## config.mk

```make
export PLATFORM = sky130hd
export DESIGN_NAME = read_cache
export DESIGN_NICKNAME = d
export VERILOG_FILES = /design/src/rtl/read_cache.sv
export SDC_FILE = /design/constraint.sdc
export NUM_CORES = 2
export LEC_CHECK = 0
export ABC_AREA = 1
export ABC_CLOCK_PERIOD_IN_PS = 3100
export BUFFER_PORTS_ARGS = -buffer_cell sky130_fd_sc_hd__buf_2
export CAP_MARGIN = 0
export CORE_ASPECT_RATIO = 1.4
export CORE_MARGIN = 4
export CORE_UTILIZATION = 35
export DETAILED_ROUTE_END_ITERATION = 8
export PLACE_DENSITY = 0.54
export SYNTH_ARGS = -nofsm -noshare
export SYNTH_HDL_FRONTEND = slang
export SYNTH_SLANG_ARGS = --single-unit
```

## constraint.sdc

```tcl
create_clock -name CLK -period 3.1 [get_ports CLK]
set_input_delay 0.62 -clock CLK [delete_from_list [all_inputs] [get_ports CLK]]
set_output_delay 0.62 -clock CLK [all_outputs]
set_load 0.02 [all_outputs]
```

## src/rtl/read_cache.sv

```systemverilog
// Direct-mapped, write-through, no-write-allocate word cache sitting between
// packet_loader and MEMORY; one outstanding request, responses in order.
module read_cache #(
  parameter int unsigned LINE_LOG2 = 6
) (
  input  logic        CLK,
  input  logic        RST,
  input  logic        RECEIVE_ADDR_VALID,
  input  logic [31:0] RECEIVE_ADDR,
  input  logic        RECEIVE_DATA_VALID,
  input  logic [31:0] RECEIVE_DATA,
  output logic        RECEIVE_READY,
  output logic        SEND_DATA_VALID,
  output logic [31:0] SEND_DATA,
  input  logic        SEND_READY,
  output logic        MEM_SEND_ADDR_VALID,
  output logic [31:0] MEM_SEND_ADDR,
  output logic        MEM_SEND_DATA_VALID,
  output logic [31:0] MEM_SEND_DATA,
  input  logic        MEM_SEND_READY,
  input  logic        MEM_RECEIVE_VALID,
  input  logic [31:0] MEM_RECEIVE_DATA,
  output logic        MEM_RECEIVE_READY,
  output logic [31:0] HIT_COUNT,
  output logic [31:0] MISS_COUNT
);

  localparam int unsigned LINES = 1 << LINE_LOG2;
  localparam int unsigned TAG_W = 30 - LINE_LOG2;

  typedef enum logic [2:0] {
    S_RECEIVE,
    S_LOOKUP,
    S_MEM_SEND,
    S_MEM_RECEIVE,
    S_SEND
  } state_t;

  state_t state_q, state_d;

  logic [31:0] addr_q, addr_d;
  logic [31:0] data_q, data_d;
  logic        wr_q, wr_d;
  logic        hit_q, hit_d;
  logic [31:0] resp_q, resp_d;
  logic [31:0] hit_cnt_q, hit_cnt_d;
  logic [31:0] miss_cnt_q, miss_cnt_d;
  logic        recv_ready_q, recv_ready_d;
  logic        send_valid_q, send_valid_d;
  logic        mem_send_valid_q, mem_send_valid_d;
  logic        mem_recv_ready_q, mem_recv_ready_d;

  logic [LINES-1:0] valid_q, valid_d;
  logic [TAG_W-1:0] tag_mem_q  [LINES];
  logic [31:0]      data_mem_q [LINES];

  logic [LINE_LOG2-1:0] idx;
  logic [TAG_W-1:0]     tag;
  logic                 lookup_hit;
  logic                 fill_we;
  logic                 upd_we;

  assign idx        = addr_q[LINE_LOG2+1:2];
  assign tag        = addr_q[31:LINE_LOG2+2];
  assign lookup_hit = valid_q[idx] && (tag_mem_q[idx] == tag);

  // Next-state, datapath and line-update enables.
  always_comb begin
    state_d    = state_q;
    addr_d     = addr_q;
    data_d     = data_q;
    wr_d       = wr_q;
    hit_d      = hit_q;
    resp_d     = resp_q;
    hit_cnt_d  = hit_cnt_q;
    miss_cnt_d = miss_cnt_q;
    valid_d    = valid_q;
    fill_we    = 1'b0;
    upd_we     = 1'b0;

    case (state_q)
      S_RECEIVE: begin
        if (RECEIVE_ADDR_VALID && recv_ready_q) begin
          addr_d  = RECEIVE_ADDR & ~32'h3;
          wr_d    = RECEIVE_DATA_VALID;
          data_d  = RECEIVE_DATA_VALID ? RECEIVE_DATA : 32'h0;
          state_d = S_LOOKUP;
        end
      end
      S_LOOKUP: begin
        hit_d = lookup_hit;
        if (wr_q) begin
          state_d = S_MEM_SEND;
        end else if (lookup_hit) begin
          resp_d  = data_mem_q[idx];
          state_d = S_SEND;
          if (hit_cnt_q != 32'hFFFF_FFFF) hit_cnt_d = hit_cnt_q + 32'd1;
        end else begin
          state_d = S_MEM_SEND;
          if (miss_cnt_q != 32'hFFFF_FFFF) miss_cnt_d = miss_cnt_q + 32'd1;
        end
      end
      S_MEM_SEND: begin
        if (mem_send_valid_q && MEM_SEND_READY) begin
          if (wr_q) begin
            // Write-through: refresh a resident copy, never allocate.
            upd_we  = hit_q;
            state_d = S_RECEIVE;
          end else begin
            state_d = S_MEM_RECEIVE;
          end
        end
      end
      S_MEM_RECEIVE: begin
        if (mem_recv_ready_q && MEM_RECEIVE_VALID) begin
          fill_we      = 1'b1;
          valid_d[idx] = 1'b1;
          resp_d       = MEM_RECEIVE_DATA;
          state_d      = S_SEND;
        end
      end
      S_SEND: begin
        if (send_valid_q && SEND_READY) state_d = S_RECEIVE;
      end
      default: state_d = S_RECEIVE;
    endcase

    recv_ready_d     = (state_d == S_RECEIVE);
    send_valid_d     = (state_d == S_SEND);
    mem_send_valid_d = (state_d == S_MEM_SEND);
    mem_recv_ready_d = (state_d == S_MEM_RECEIVE);
  end

  // Control and datapath registers, synchronous reset.
  always_ff @(posedge CLK) begin
    if (RST) begin
      state_q          <= S_RECEIVE;
      addr_q           <= 32'h0;
      data_q           <= 32'h0;
      wr_q             <= 1'b0;
      hit_q            <= 1'b0;
      resp_q           <= 32'h0;
      hit_cnt_q        <= 32'h0;
      miss_cnt_q       <= 32'h0;
      valid_q          <= '0;
      recv_ready_q     <= 1'b0;
      send_valid_q     <= 1'b0;
      mem_send_valid_q <= 1'b0;
      mem_recv_ready_q <= 1'b0;
    end else begin
      state_q          <= state_d;
      addr_q           <= addr_d;
      data_q           <= data_d;
      wr_q             <= wr_d;
      hit_q            <= hit_d;
      resp_q           <= resp_d;
      hit_cnt_q        <= hit_cnt_d;
      miss_cnt_q       <= miss_cnt_d;
      valid_q          <= valid_d;
      recv_ready_q     <= recv_ready_d;
      send_valid_q     <= send_valid_d;
      mem_send_valid_q <= mem_send_valid_d;
      mem_recv_ready_q <= mem_recv_ready_d;
    end
  end

  // Tag/data arrays need no reset; the valid bits gate them.
  always_ff @(posedge CLK) begin
    if (!RST && fill_we) begin
      tag_mem_q[idx]  <= tag;
      data_mem_q[idx] <= MEM_RECEIVE_DATA;
    end else if (!RST && upd_we) begin
      data_mem_q[idx] <= data_q;
    end
  end

  assign RECEIVE_READY       = recv_ready_q;
  assign SEND_DATA_VALID     = send_valid_q;
  assign SEND_DATA           = resp_q;
  assign MEM_SEND_ADDR_VALID = mem_send_valid_q;
  assign MEM_SEND_ADDR       = addr_q;
  assign MEM_SEND_DATA_VALID = wr_q;
  assign MEM_SEND_DATA       = data_q;
  assign MEM_RECEIVE_READY   = mem_recv_ready_q;
  assign HIT_COUNT           = hit_cnt_q;
  assign MISS_COUNT          = miss_cnt_q;

endmodule

```

==> flow_metrics.env <==
export IMPL_outcome="complete, but fails checks"
export IMPL_violations="negative setup slack"
export IMPL_synth_cell_types=38
export IMPL_finalMaxSlewViolations=0
export IMPL_rrSetupSlack_ps=-510
export IMPL_grt_max_degree=111
export IMPL_core_um2=436300
export IMPL_layout_drive_gt1_share_pct=14.89
export IMPL_io_pins=268
export IMPL_final_nets=13634
export IMPL_hold_end="SEND_DATA[25]$_SDFFE_PP0P_"
export IMPL_synth_area_per_cell_um2=12.07
export IMPL_p_switching_w=0.03013
export IMPL_dp_hpwl_um=311400
export IMPL_overflow=0
export IMPL_multi_input_area_um2=37500
export IMPL_slew_headroom_pct=18.53
export IMPL_rsz0062_at_grt="yes"
export IMPL_grtUsageTotal_pct=22.40
export IMPL_ys_warn_count=0
export IMPL_dieArea_um2=448300
export IMPL_cell_internal_pwr_w=0.08740
export IMPL_ys_flop_type="edfxtp_1"
export IMPL_postSynthCellCount=12686
export IMPL_hold_ws_ps=93.01
export IMPL_pwr_density_cell_nw_per_um2=636.1
export IMPL_yosysMostFrequentCell="edfxtp_1"
export IMPL_dpl_cell_count=18844
export IMPL_grt_pass1_vias=103297
export IMPL_reg2reg_depth=24
export IMPL_via_per_inst=5.477
export IMPL_critPathKind="flop to flop"
export IMPL_start_util_pct=35.10
export IMPL_synth_commonest_cells="edfxtp_1, nand2_1, nand3_1, nor2_1, o21ai_0"
export IMPL_drt_total_wl_um=520100
export IMPL_syn_area_um2=153100
export IMPL_netSwitchingFraction_pct=25.64
export IMPL_pwr_share_clk_pct=39.1
export IMPL_cp_max_fo=23
export IMPL_yosysTopAreaCell="edfxtp_1"
export IMPL_netlist_top_cells_area="edfxtp_1, nand3_1, nand2_1"
export IMPL_port_buffers=263
export IMPL_seqPwrFrac_pct=48.4
export IMPL_die_w_um=567.0
export IMPL_cap_violations=0
export IMPL_worst_slack_ps=-514.7
export IMPL_min_path_type="primary input to flop"
export IMPL_cts_inserted_buffers=384
export IMPL_synth_seq_cells=3821
export IMPL_arrival_ps=4400
export IMPL_fp_dieH_um=790.7
export IMPL_setup_tns_ps=-46080
export IMPL_areaGrowthSynthToFinish_pct=20.65
export IMPL_clk_pin_slew_ps=70
export IMPL_cts_root_buf="clkbuf_16"
export IMPL_fill_cells=40165
export IMPL_fin_crit_ps=3615
export IMPL_ctsLongestPathBuffers=4
export IMPL_hold_viol=0
export IMPL_grt_pass1_wl_um=742600
export IMPL_synth_edff_count=3584
export IMPL_timing_fmax_mhz=276.6
export IMPL_cts_sinks=3821
export IMPL_synthArstFlopShare_pct=0
export IMPL_drc=0
export IMPL_vias=107537
export IMPL_cts_tree="done"
export IMPL_ys_seq_area_share_pct=73.38
export IMPL_fin_crit_sh_pct=116.6
export IMPL_drt_iter0_drc=12166
export IMPL_clock_latency_ps=990
export IMPL_worst_slew_pin_slew_ps=1222
export IMPL_cp_end_kind="flop"
export IMPL_p_leak_nw=62.88
export IMPL_yosysTopAreaCellShare_pct=70.28
export IMPL_globalplace_congestion=0.8912
export IMPL_ir_drop_mv=0.4464
export IMPL_cts_htree_levels=5
export IMPL_final_util_pct=42.35
export IMPL_ant_nets=0
export IMPL_start_kind="flop"
export IMPL_comb_power_share_pct=12.4
export IMPL_hold_path_depth=5
export IMPL_drt_pass1_iter_count=6
export IMPL_hp_start="MEM_RECEIVE_DATA[25]"
export IMPL_rows=287
export IMPL_worst_clock_skew_ps=100.2
export IMPL_preCtsSetupSlack_ps=-575.1
export IMPL_wl_per_cell_um=26.49
export IMPL_antenna_found_initial=14
export IMPL_setup_viol=102
export IMPL_required_ps=3890
export IMPL_r2r_end="HIT_COUNT[20]$_SDFFE_PP0P_"
export IMPL_regArea_um2=112400
export IMPL_fin_cells=19635
-- layer usage --
layer,part of all wire (%),GRT usage (%),up-vias
li1,-,-,47838
met2,49,37.87,4460
met4,4.4,8.833,8
met5,0.0077,0,-
met3,7.3,3.430,905
met1,40,28.93,54326
-- sequential cells by signal, summed over array words and instances, names as in the netlist, named ones only --
register	cells
data_mem_q	2048
tag_mem_q	1536
valid_q	64
HIT_COUNT	32
MEM_SEND_DATA	32
MISS_COUNT	32
SEND_DATA	32
MEM_SEND_ADDR	30
state_q	3
MEM_RECEIVE_READY	1
MEM_SEND_ADDR_VALID	1
MEM_SEND_DATA_VALID	1
RECEIVE_READY	1
SEND_DATA_VALID	1
hit_q	1
-- power groups by stage --
| stage | clock, W | sequential (W) | combinational [W] |
|---|---|---|---|
| floorplan | 0 | 0.0583 | 0.00687 |
| global placement | 0 | 0.0580 | 0.0142 |
| detailed placement | 0 | 0.0580 | 0.0143 |
| CTS | 0.0467 | 0.0569 | 0.0145 |
| global route | 0.0488 | 0.0569 | 0.0156 |
| finish | 0.0460 | 0.0569 | 0.0146 |
-- cell usage in the layout (no fill, tap or decap), drive strengths merged, types with 66 or more instances in the layout --
| cell type | instances |
|---|---|
| clkbuf | 482 |
| nand2 | 2153 |
| a21oi | 122 |
| o21ai | 1355 |
| edfxtp | 3584 |
| dlygate4sd3 | 66 |
| o22ai | 510 |
| nand3 | 1631 |
| dfxtp | 237 |
| inv | 146 |
| nor2 | 1614 |
| o221ai | 117 |
| clkinv | 173 |
| buf | 1278 |
-- worst max path at each step --
stage                             endpoint  slack (ps)
4_1_cts         HIT_COUNT[30]$_SDFFE_PP0P_        -470
2_1_floorplan  data_mem_q[34][0]$_DFFE_PP_        -210
5_1_grt         HIT_COUNT[30]$_SDFFE_PP0P_        -720
3_3_place_gp    HIT_COUNT[25]$_SDFFE_PP0P_        -640
3_5_place_dp    SEND_DATA[13]$_SDFFE_PP0P_        -580
6_report        HIT_COUNT[20]$_SDFFE_PP0P_        -510
-- worst max-delay path, cell delays in order (launching register included) --
cell,delay (ps)
dfxtp_4,460
buf_16,210
buf_4,310
nand2_1,90
nand3_1,90
nand3_1,70
nand2_1,70
nand2_1,50
nand2_1,140
nand2_1,150
nand3_1,160
nand2_1,70
nand2_1,120
buf_4,130
nand2_1,40
nor2_1,90
nand2_1,60
nor2_1,150
nand3_2,140
nor2_4,150
buf_12,150
nand3_4,130
clkbuf_16,220
nand2_1,60
a21oi_1,60
-- metrics by stage --
step | instance area, um^2 | total power (W)
global route | 184800 | 0.1213
global placement | 171300 | 0.07224
finish | 184800 | 0.1175
CTS | 184600 | 0.1181
detailed placement | 171300 | 0.07227
floorplan | 153100 | 0.06518
-- cells by family (layout without fill, tap and decap cells) --
family / after synthesis / after routing / synth area share [%]
xor+xnor: 60 / 60 / 0.3432
buf+inv: 1042 / 2200 / 2.857
mux: 32 / 32 / 0.2353
compound gates: 2185 / 2185 / 7.983
other cells: 1 / 12 / 0.002449
fa+ha+maj: 2 / 2 / 0.01634
simple gates: 5543 / 5543 / 15.19
flops: 3821 / 3821 / 73.38
-- layout make-up --
type,count,area share [%]
flip-flops and latches,3821,60.85
multi-input cells,7824,20.30
repair buffers,1352,7.979
clock buffers,481,5.539
well taps,5780,3.914
clock inverters,221,1.083
inverters,146,0.3244
diodes,10,0.01354
-- repair_timing --
item | in CTS | in global routing
hold endpoints to repair | 67 | 0
pin swaps | 1 | 0
hold buffers | 66 | 0
buffers inserted | 4 | 0
gates resized for setup | 39 | 17
endpoints found under the setup margin | 107 | 103
cloned | 7 | 2
Note: power is estimated with default switching activity, not from simulation.
